**config.mk**
```make
export PLATFORM = sky130hd
export DESIGN_NAME = game_sequencer
export DESIGN_NICKNAME = d
export VERILOG_FILES = /design/src/rtl/game_pkg.sv /design/src/rtl/lane_timer.sv /design/src/rtl/game_sequencer.sv
export SDC_FILE = /design/constraint.sdc
export NUM_CORES = 1
export LEC_CHECK = 0
export BUFFER_PORTS_ARGS = -buffer_cell sky130_fd_sc_hd__buf_2
export CAP_MARGIN = 20
export CORE_MARGIN = 2
export CORE_UTILIZATION = 64
export CTS_BUF_LIST = sky130_fd_sc_hd__clkbuf_8
export DETAILED_ROUTE_END_ITERATION = 7
export GPL_ROUTABILITY_DRIVEN = 0
export PLACE_DENSITY = 0.83
export REMOVE_ABC_BUFFERS = 1
export SYNTH_ARGS = -nofsm -noshare
export SYNTH_HDL_FRONTEND = slang
export SYNTH_SLANG_ARGS = --single-unit
```
**constraint.sdc**
```tcl
create_clock -name i_Clk -period 2.4 [get_ports i_Clk]
set_input_delay 0.12 -clock i_Clk [delete_from_list [all_inputs] [get_ports i_Clk]]
set_output_delay 0.12 -clock i_Clk [all_outputs]
set_load 0.01 [all_outputs]
```
**src/rtl/game_pkg.sv**
```systemverilog
// Shared definitions for the game sequencer: FSM encoding, defaults, period helper.
package game_pkg;

  localparam int unsigned N_LANES_DEF  = 11;
  localparam int unsigned GOAL_ROW_DEF = 1;
  localparam int unsigned LEVEL_MAX    = 99;
  localparam int unsigned LEVEL_W      = 7;
  localparam int unsigned PERIOD_W     = 6;

  typedef enum logic [1:0] {
    S_IDLE  = 2'd0,
    S_PLAY  = 2'd1,
    S_HIT   = 2'd2,
    S_LEVEL = 2'd3
  } state_e;

  // Step period for one lane: base minus slowdown terms, floored at min_p (never wraps).
  function automatic logic [PERIOD_W-1:0] lane_period(input int unsigned base,
                                                      input int unsigned min_p,
                                                      input int unsigned slow,
                                                      input int unsigned lane);
    int unsigned dec;
    dec = slow + lane;
    if (dec + min_p >= base) return PERIOD_W'(min_p);
    return PERIOD_W'(base - dec);
  endfunction

endpackage

```
**src/rtl/lane_timer.sv**
```systemverilog
// One lane's frame counter: counts enabled frames, ticks one cycle after reaching its period.
module lane_timer
  import game_pkg::*;
(
  input  logic                i_Clk,
  input  logic                i_Rst_n,
  input  logic                i_en,
  input  logic                i_clr,
  input  logic [PERIOD_W-1:0] i_period,
  output logic                o_tick
);

  localparam int unsigned CW = PERIOD_W + 1;

  logic [PERIOD_W-1:0] cnt;
  logic                reached_c;

  // A counter left above a freshly shrunk period still counts as reached.
  assign reached_c = (CW'(cnt) + CW'(1)) >= CW'(i_period);

  // Counter and registered tick pulse.
  always_ff @(posedge i_Clk or negedge i_Rst_n) begin
    if (!i_Rst_n) begin
      cnt    <= '0;
      o_tick <= 1'b0;
    end else begin
      o_tick <= 1'b0;
      if (i_clr) begin
        cnt <= '0;
      end else if (i_en) begin
        if (reached_c) begin
          cnt    <= '0;
          o_tick <= 1'b1;
        end else begin
          cnt <= cnt + PERIOD_W'(1);
        end
      end
    end
  end

endmodule

```
**src/rtl/game_sequencer.sv**
```systemverilog
// Game sequencer: play/hit/level FSM plus per-lane car step timers.
// Optional build macro GAME_SPEEDUP_EN shortens lane periods as the level rises.
module game_sequencer
  import game_pkg::*;
#(
  parameter int unsigned N_LANES     = N_LANES_DEF,
  parameter int unsigned BASE_PERIOD = 30,
  parameter int unsigned MIN_PERIOD  = 4,
  parameter int unsigned HIT_FRAMES  = 60,
  parameter int unsigned GOAL_ROW    = GOAL_ROW_DEF
) (
  input  logic               i_Clk,
  input  logic               i_Rst_n,
  input  logic               i_frame_start,
  input  logic               i_collision,
  input  logic [3:0]         i_player_y,
  output logic [N_LANES-1:0] o_lane_tick,
  output logic               o_player_reset,
  output logic [LEVEL_W-1:0] o_level,
  output logic [1:0]         o_state
);

  localparam int unsigned HIT_W = (HIT_FRAMES > 1) ? $clog2(HIT_FRAMES) : 1;

  state_e             state;
  logic [HIT_W-1:0]   hit_cnt;
  logic               goal_c;
  logic               lane_en_c;
  logic               lane_clr_c;
  logic [LEVEL_W-1:0] level_inc_c;

  assign goal_c      = (i_player_y == 4'(GOAL_ROW));
  // Lanes only advance on frames that keep the game in play, so a tick never
  // coincides with the player-reset pulse of a hit or level-up.
  assign lane_en_c   = i_frame_start && (state == S_PLAY) && !i_collision && !goal_c;
  assign lane_clr_c  = i_frame_start && (state == S_PLAY) && !i_collision && goal_c;
  assign level_inc_c = (o_level == LEVEL_W'(LEVEL_MAX)) ? '0 : o_level + LEVEL_W'(1);
  assign o_state     = state;

  // Game FSM with registered level and player-reset outputs; moves only on frame starts.
  always_ff @(posedge i_Clk or negedge i_Rst_n) begin
    if (!i_Rst_n) begin
      state          <= S_IDLE;
      o_level        <= '0;
      o_player_reset <= 1'b0;
      hit_cnt        <= '0;
    end else begin
      o_player_reset <= 1'b0;
      if (i_frame_start) begin
        case (state)
          S_IDLE: state <= S_PLAY;
          S_PLAY: begin
            if (i_collision) begin
              state          <= S_HIT;
              o_level        <= '0;
              hit_cnt        <= '0;
              o_player_reset <= 1'b1;
            end else if (goal_c) begin
              state          <= S_LEVEL;
              o_level        <= level_inc_c;
              o_player_reset <= 1'b1;
            end
          end
          S_HIT: begin
            if (hit_cnt == HIT_W'(HIT_FRAMES - 1)) begin
              state   <= S_PLAY;
              hit_cnt <= '0;
            end else begin
              hit_cnt <= hit_cnt + HIT_W'(1);
            end
          end
          S_LEVEL: state <= S_PLAY;
          default: state <= S_IDLE;
        endcase
      end
    end
  end

  // One timer per lane; lane k runs k frames faster than the base period.
  for (genvar k = 0; k < N_LANES; k++) begin : g_lane
    logic [PERIOD_W-1:0] period_c;
`ifdef GAME_SPEEDUP_EN
    assign period_c = lane_period(BASE_PERIOD, MIN_PERIOD, 32'(o_level >> 2), 32'(k));
`else
    assign period_c = lane_period(BASE_PERIOD, MIN_PERIOD, 0, 32'(k));
`endif
    lane_timer u_lane_timer (
      .i_Clk    (i_Clk),
      .i_Rst_n  (i_Rst_n),
      .i_en     (lane_en_c),
      .i_clr    (lane_clr_c),
      .i_period (period_c),
      .o_tick   (o_lane_tick[k])
    );
  end

endmodule

```
==> report_table.html <==
<table>
<tr><th>Metric</th><th>Value</th></tr>
<tr><th colspan="2">Clock network</th></tr>
<tr><td>Clock insertion delay at the later pin of the skew report</td><td>between 0.3 and 0.4 ns</td></tr>
<tr><td>Clock input transition at the sequential cells of the worst setup and hold paths</td><td>around 0.090 ns</td></tr>
<tr><td>Clock tree from TritonCTS</td><td>yes</td></tr>
<tr><td>Buffer type at the clock tree root</td><td>sky130_fd_sc_hd__clkbuf_8</td></tr>
<tr><td>Maximum clock path buffer count</td><td>2</td></tr>
<tr><td>Inserted Clock Buffers</td><td>9</td></tr>
<tr><td>Level count of the clock H-tree</td><td>3</td></tr>
<tr><td>Number of sinks handled by clock tree synthesis</td><td>93</td></tr>
<tr><th colspan="2">Die</th></tr>
<tr><td>Initial Utilization</td><td>0.660</td></tr>
<tr><td># rows</td><td>33</td></tr>
<tr><td>Vert. Die Dim</td><td>approximately 96 um</td></tr>
<tr><td>Die Width</td><td>slightly below 100 um</td></tr>
<tr><td>Io pins</td><td>29</td></tr>
<tr><td>Die Footprint</td><td>9230 sq um</td></tr>
<tr><td>Area of the core</td><td>between 8000 and 9000 sq um</td></tr>
<tr><th colspan="2">Final layout</th></tr>
<tr><td>Storage cell area</td><td>2330 sq um</td></tr>
<tr><td>Post-route insts no fill</td><td>approximately 740</td></tr>
<tr><td>Fraction of layout cells with a size suffix above 1</td><td>0.114</td></tr>
<tr><td>Antenna diode instance count</td><td>0</td></tr>
<tr><td>Area occupied by multi-input gates</td><td>~2900 sq um</td></tr>
<tr><td>Final net count</td><td>655</td></tr>
<tr><td>Highest-count cells in the layout ignoring fill and taps</td><td>sky130_fd_sc_hd__dfrtp_1 (92), sky130_fd_sc_hd__nand2_1 (65), sky130_fd_sc_hd__o21ai_0 (62)</td></tr>
<tr><td>Filler cells</td><td>608</td></tr>
<tr><td>Area overhead of the layout relative to synthesis</td><td>8.23%</td></tr>
<tr><td>Leading cell type in the layout, fill and taps excluded</td><td>sky130_fd_sc_hd__dfrtp_1</td></tr>
<tr><th colspan="2">GRT</th></tr>
<tr><td>Overall track demand over capacity in global routing</td><td>0.256</td></tr>
<tr><td>Met1 routing resource usage after global routing</td><td>0.329</td></tr>
<tr><td>Vias in the first global route</td><td>between 4000 and 5000</td></tr>
<tr><td>Number of antenna violations at the first check in global routing</td><td>0</td></tr>
<tr><td>Leftover overflow at the end of global routing</td><td>0</td></tr>
<tr><td>Largest net degree at the start of global routing</td><td>52</td></tr>
<tr><td>Top Usage Layer GRT</td><td>met2</td></tr>
<tr><td>Met3 demand-to-capacity share in global routing</td><td>0.0407</td></tr>
<tr><td>GR Layer Usage met2</td><td>0.440</td></tr>
<tr><td>First-pass GRT wire length</td><td>around 19 mm</td></tr>
<tr><th colspan="2">Power</th></tr>
<tr><td>Power per cell area</td><td>~950 nW/um^2</td></tr>
<tr><td>Static leakage power</td><td>0.00268 uW</td></tr>
<tr><td>Worst supply voltage drop on vdd</td><td>around 480 uV</td></tr>
<tr><th colspan="2">Worst setup path</th></tr>
<tr><td>Kind of end point of the critical path</td><td>flop</td></tr>
<tr><td>Critical setup path kind</td><td>flop to flop</td></tr>
<tr><td>Crit path required time</td><td>around 2.7 ns</td></tr>
<tr><td>Family of cells with the greatest summed delay on the critical path</td><td>simple AND/OR/NAND/NOR gates</td></tr>
<tr><td>Launch point of the critical path</td><td>g_lane[5].u_lane_timer.cnt[0]$_DFFE_PN0P_</td></tr>
<tr><td>Worst setup slack for register-to-register paths</td><td>around 0.16 ns</td></tr>
<tr><td>Arrival time at the worst endpoint</td><td>between 2 and 3 ns</td></tr>
<tr><td>Critical path launch point type</td><td>flop</td></tr>
<tr><td>CP peak stage delay</td><td>~0.43 ns</td></tr>
<tr><td>Path depth of the worst reg2reg path</td><td>8</td></tr>
<tr><td>Logic depth of the worst path, buffers included</td><td>8</td></tr>
<tr><td>Source of the worst register-to-register timing path</td><td>g_lane[5].u_lane_timer.cnt[0]$_DFFE_PN0P_</td></tr>
<tr><td>Critical-path maximum fanout</td><td>8</td></tr>
<tr><td>Master of the slowest instance on the critical path</td><td>sky130_fd_sc_hd__dfrtp_2</td></tr>
<tr><td>Cell mode on critical path</td><td>sky130_fd_sc_hd__or3_1</td></tr>
<tr><td>Capturing point of the worst reg2reg path</td><td>g_lane[5].u_lane_timer.cnt[3]$_DFFE_PN0P_</td></tr>
<tr><td>Buffers plus inverters on the worst setup path</td><td>1</td></tr>
<tr><td>Cell-by-cell listing of the critical path</td><td>inv_1 -&gt; ha_1 -&gt; or3b_1 -&gt; o22ai_1 -&gt; a21oi_1 -&gt; or3_1 -&gt; or3_1 -&gt; o21ai_0</td></tr>
<tr><td>Setup crit end</td><td>g_lane[5].u_lane_timer.cnt[3]$_DFFE_PN0P_</td></tr>
<tr><th colspan="2">Outcome</th></tr>
<tr><td>Status</td><td>completed</td></tr>
<tr><th colspan="2">Synth</th></tr>
<tr><td>Unique cell type count in the Yosys netlist</td><td>between 60 and 70</td></tr>
<tr><td>Sequential area share after synthesis</td><td>0.429</td></tr>
<tr><td>Number of storage elements in the synthesis netlist</td><td>93</td></tr>
<tr><td>Number of instances in the synthesized netlist</td><td>607</td></tr>
<tr><td>Post-synthesis cell area</td><td>about 5400 sq um</td></tr>
<tr><td>Yosys warns</td><td>0</td></tr>
<tr><td>Number of flops mapped to enable cells by yosys</td><td>0</td></tr>
<tr><td>Async set or reset register ratio after synthesis</td><td>1.00</td></tr>
<tr><td>Mean instance size in the synthesized netlist</td><td>a little under 9 sq um</td></tr>
<tr><td>Most used flip-flop cell after synthesis</td><td>sky130_fd_sc_hd__dfrtp_1</td></tr>
<tr><th colspan="2">STA</th></tr>
<tr><td>Worst slew pin tran</td><td>~0.59 ns</td></tr>
<tr><td>Max_slew headroom</td><td>0.608</td></tr>
<tr><td>Maximum clock skew at final layout</td><td>0.0155 ns</td></tr>
<tr><td>Setup repair after global routing missed its margin</td><td>false</td></tr>
<tr><td>Total count of max-transition violations in the final report</td><td>0</td></tr>
<tr><td>PnR worst setup slack</td><td>between 0.15 and 0.2 ns</td></tr>
<tr><td>Final setup violation count</td><td>0</td></tr>
<tr><td>Maximum clock frequency</td><td>between 0.4 and 0.5 GHz</td></tr>
<tr><td>Clock period minus final worst setup slack</td><td>around 2.2 ns</td></tr>
<tr><td>Part of the cycle the worst path needs</td><td>0.935</td></tr>
<tr><td>Final count of hold timing violations</td><td>0</td></tr>
<tr><th colspan="2">Routing</th></tr>
<tr><td>Remaining design rule violation count</td><td>0</td></tr>
<tr><td>Per-cell via count in the routed design</td><td>about 6.3</td></tr>
<tr><td>Wire length per cell after detailed routing</td><td>approximately 15 um</td></tr>
<tr><td>Post-detailed-route count of antenna-violating nets</td><td>0</td></tr>
<tr><td>Number of vias after detailed routing</td><td>around 4600</td></tr>
<tr><td>Iteration count of the initial detailed-routing pass</td><td>5</td></tr>
<tr><td>Detailed router's first-iteration violation count</td><td>around 250</td></tr>
<tr><td>Final wirelength</td><td>~11 mm</td></tr>
<tr><th colspan="2">Min path</th></tr>
<tr><td>Class of the worst hold path</td><td>input port to flop</td></tr>
<tr><th colspan="2">Place</th></tr>
<tr><td>DP Wirelength</td><td>roughly 7.5 mm</td></tr>
<tr><td>Cell Count Post-Placement</td><td>approximately 720</td></tr>
<tr><td>Setup slack at placement</td><td>0.139 ns</td></tr>
<tr><td>Port Buf Inserts</td><td>28</td></tr>
<tr><th colspan="2">Run</th></tr>
<tr><td>Total of max-cap violations</td><td>0</td></tr>
</table>
==> cell families after synthesis <==
logic type / after synthesis / synth area share
mux: 5 / 0.00946
xor+xnor: 14 / 0.0226
compound gates: 180 / 0.217
buf+inv: 60 / 0.0505
fa+ha+maj: 21 / 0.0484
simple gates: 234 / 0.223
flops: 93 / 0.429
==> repair_timing <==
action	4_1_cts	5_1_grt
setup endpoints to repair	0	7
hold buffers	2	0
hold endpoints to repair	43	0
setup buffers	0	0
resized for setup	0	5
==> per-layer routing <==
layer	routed length, um	vias up
met1	5080	2250
met3	462	21
met5	0	-
met4	212	0
met2	5390	102
li1	-	2235
==> report_power, final <==
group / internal [uW] / leakage [uW] / switching [uW] / total, uW
combinational: 890 / 0.00135 / 1090 / 1980
clock: 485 / 0.0000937 / 568 / 1050
sequential: 1950 / 0.00123 / 602 / 2550
==> worst min-delay path: cells and delay by family <==
| family | cells | cell delay, ns |
|---|---|---|
| buffers and inverters | 1 | 0.16 |
| AO/OA/AOI/OAI | 1 | 0.08 |
| AND/OR/NAND/NOR | 1 | 0.10 |
==> flip-flops by register name (all words and copies together), names as in the netlist <==
| name | count |
|---|---|
| g_lane.u_lane_timer.o_tick | 11 |
| o_level | 7 |
| o_state | 2 |
| g_lane.u_lane_timer.cnt | 66 |
| hit_cnt | 6 |
| o_player_reset | 1 |
==> synthesized netlist by cell type, types with 4 or more instances <==
cell,instances,area (sq um)
sky130_fd_sc_hd__clkbuf_1,14,52.6
sky130_fd_sc_hd__nor2_1,33,124
sky130_fd_sc_hd__ha_1,21,263
sky130_fd_sc_hd__a211oi_1,5,37.5
sky130_fd_sc_hd__buf_2,5,25.0
sky130_fd_sc_hd__and3_1,16,100
sky130_fd_sc_hd__o22ai_1,15,93.8
sky130_fd_sc_hd__o31ai_1,11,82.6
sky130_fd_sc_hd__and2_1,17,106
sky130_fd_sc_hd__buf_4,11,82.6
sky130_fd_sc_hd__a21oi_1,21,105
sky130_fd_sc_hd__nand4_1,5,31.3
sky130_fd_sc_hd__nand2b_1,14,87.6
sky130_fd_sc_hd__xnor2_1,4,35.0
sky130_fd_sc_hd__nor3b_1,8,60.1
sky130_fd_sc_hd__a32o_1,7,70.1
sky130_fd_sc_hd__o21a_1,4,30.0
sky130_fd_sc_hd__nor3_1,12,60.1
sky130_fd_sc_hd__xor2_1,10,87.6
sky130_fd_sc_hd__nand2_1,65,244
sky130_fd_sc_hd__mux2i_1,4,40.0
sky130_fd_sc_hd__o211ai_1,4,30.0
sky130_fd_sc_hd__nand3b_1,5,37.5
sky130_fd_sc_hd__nand3_1,33,165
sky130_fd_sc_hd__a21o_1,8,60.1
sky130_fd_sc_hd__nor2b_1,7,43.8
sky130_fd_sc_hd__nor4_1,4,25.0
sky130_fd_sc_hd__dfrtp_1,93,2330
sky130_fd_sc_hd__or2_2,4,25.0
sky130_fd_sc_hd__inv_1,27,101
sky130_fd_sc_hd__a31oi_1,7,43.8
sky130_fd_sc_hd__o21ai_0,62,310
==> stage by stage <==
| step | util | area, sq um | hold WS [ns] | TNS, ns | total power (uW) |
|---|---|---|---|---|---|
| finish | 0.715 | 5870 | 0.143 | 0 | 5590 |
| global route | 0.715 | 5870 | 0.154 | 0 | 6040 |
| CTS | 0.711 | 5840 | 0.138 | 0 | 5570 |
| detailed placement | 0.685 | 5630 | 0.152 | 0 | 4500 |
| global placement | 0.685 | 5630 | 0.152 | 0 | 4350 |
| floorplan | - | 5250 | -0.176 | -32.89 | 3910 |
==> layout make-up <==
cell class              count  area share
inverters                  27      0.0173
clock inverters             7      0.0126
multi-input cells         454       0.486
repair buffers             41      0.0439
flip-flops and latches     93       0.397
well taps                 105      0.0224
clock buffers               9      0.0211
==> how the worst min path moves through the flow <==
stage | start | to | cells after the start | slack (ns)
after detailed placement | i_Rst_n | g_lane[5].u_lane_timer.cnt[3]$_DFFE_PN0P_ | 1 | 0.15
after floorplan | i_Rst_n | g_lane[0].u_lane_timer.cnt[0]$_DFFE_PN0P_ | 0 | -0.18
after CTS | i_frame_start | hit_cnt[0]$_DFFE_PN0P_ | 3 | 0.14
after global routing | i_frame_start | hit_cnt[0]$_DFFE_PN0P_ | 3 | 0.15
after global placement | i_Rst_n | g_lane[5].u_lane_timer.cnt[3]$_DFFE_PN0P_ | 1 | 0.15
final | i_frame_start | hit_cnt[0]$_DFFE_PN0P_ | 3 | 0.14
Power figures use the tool's default switching activity.
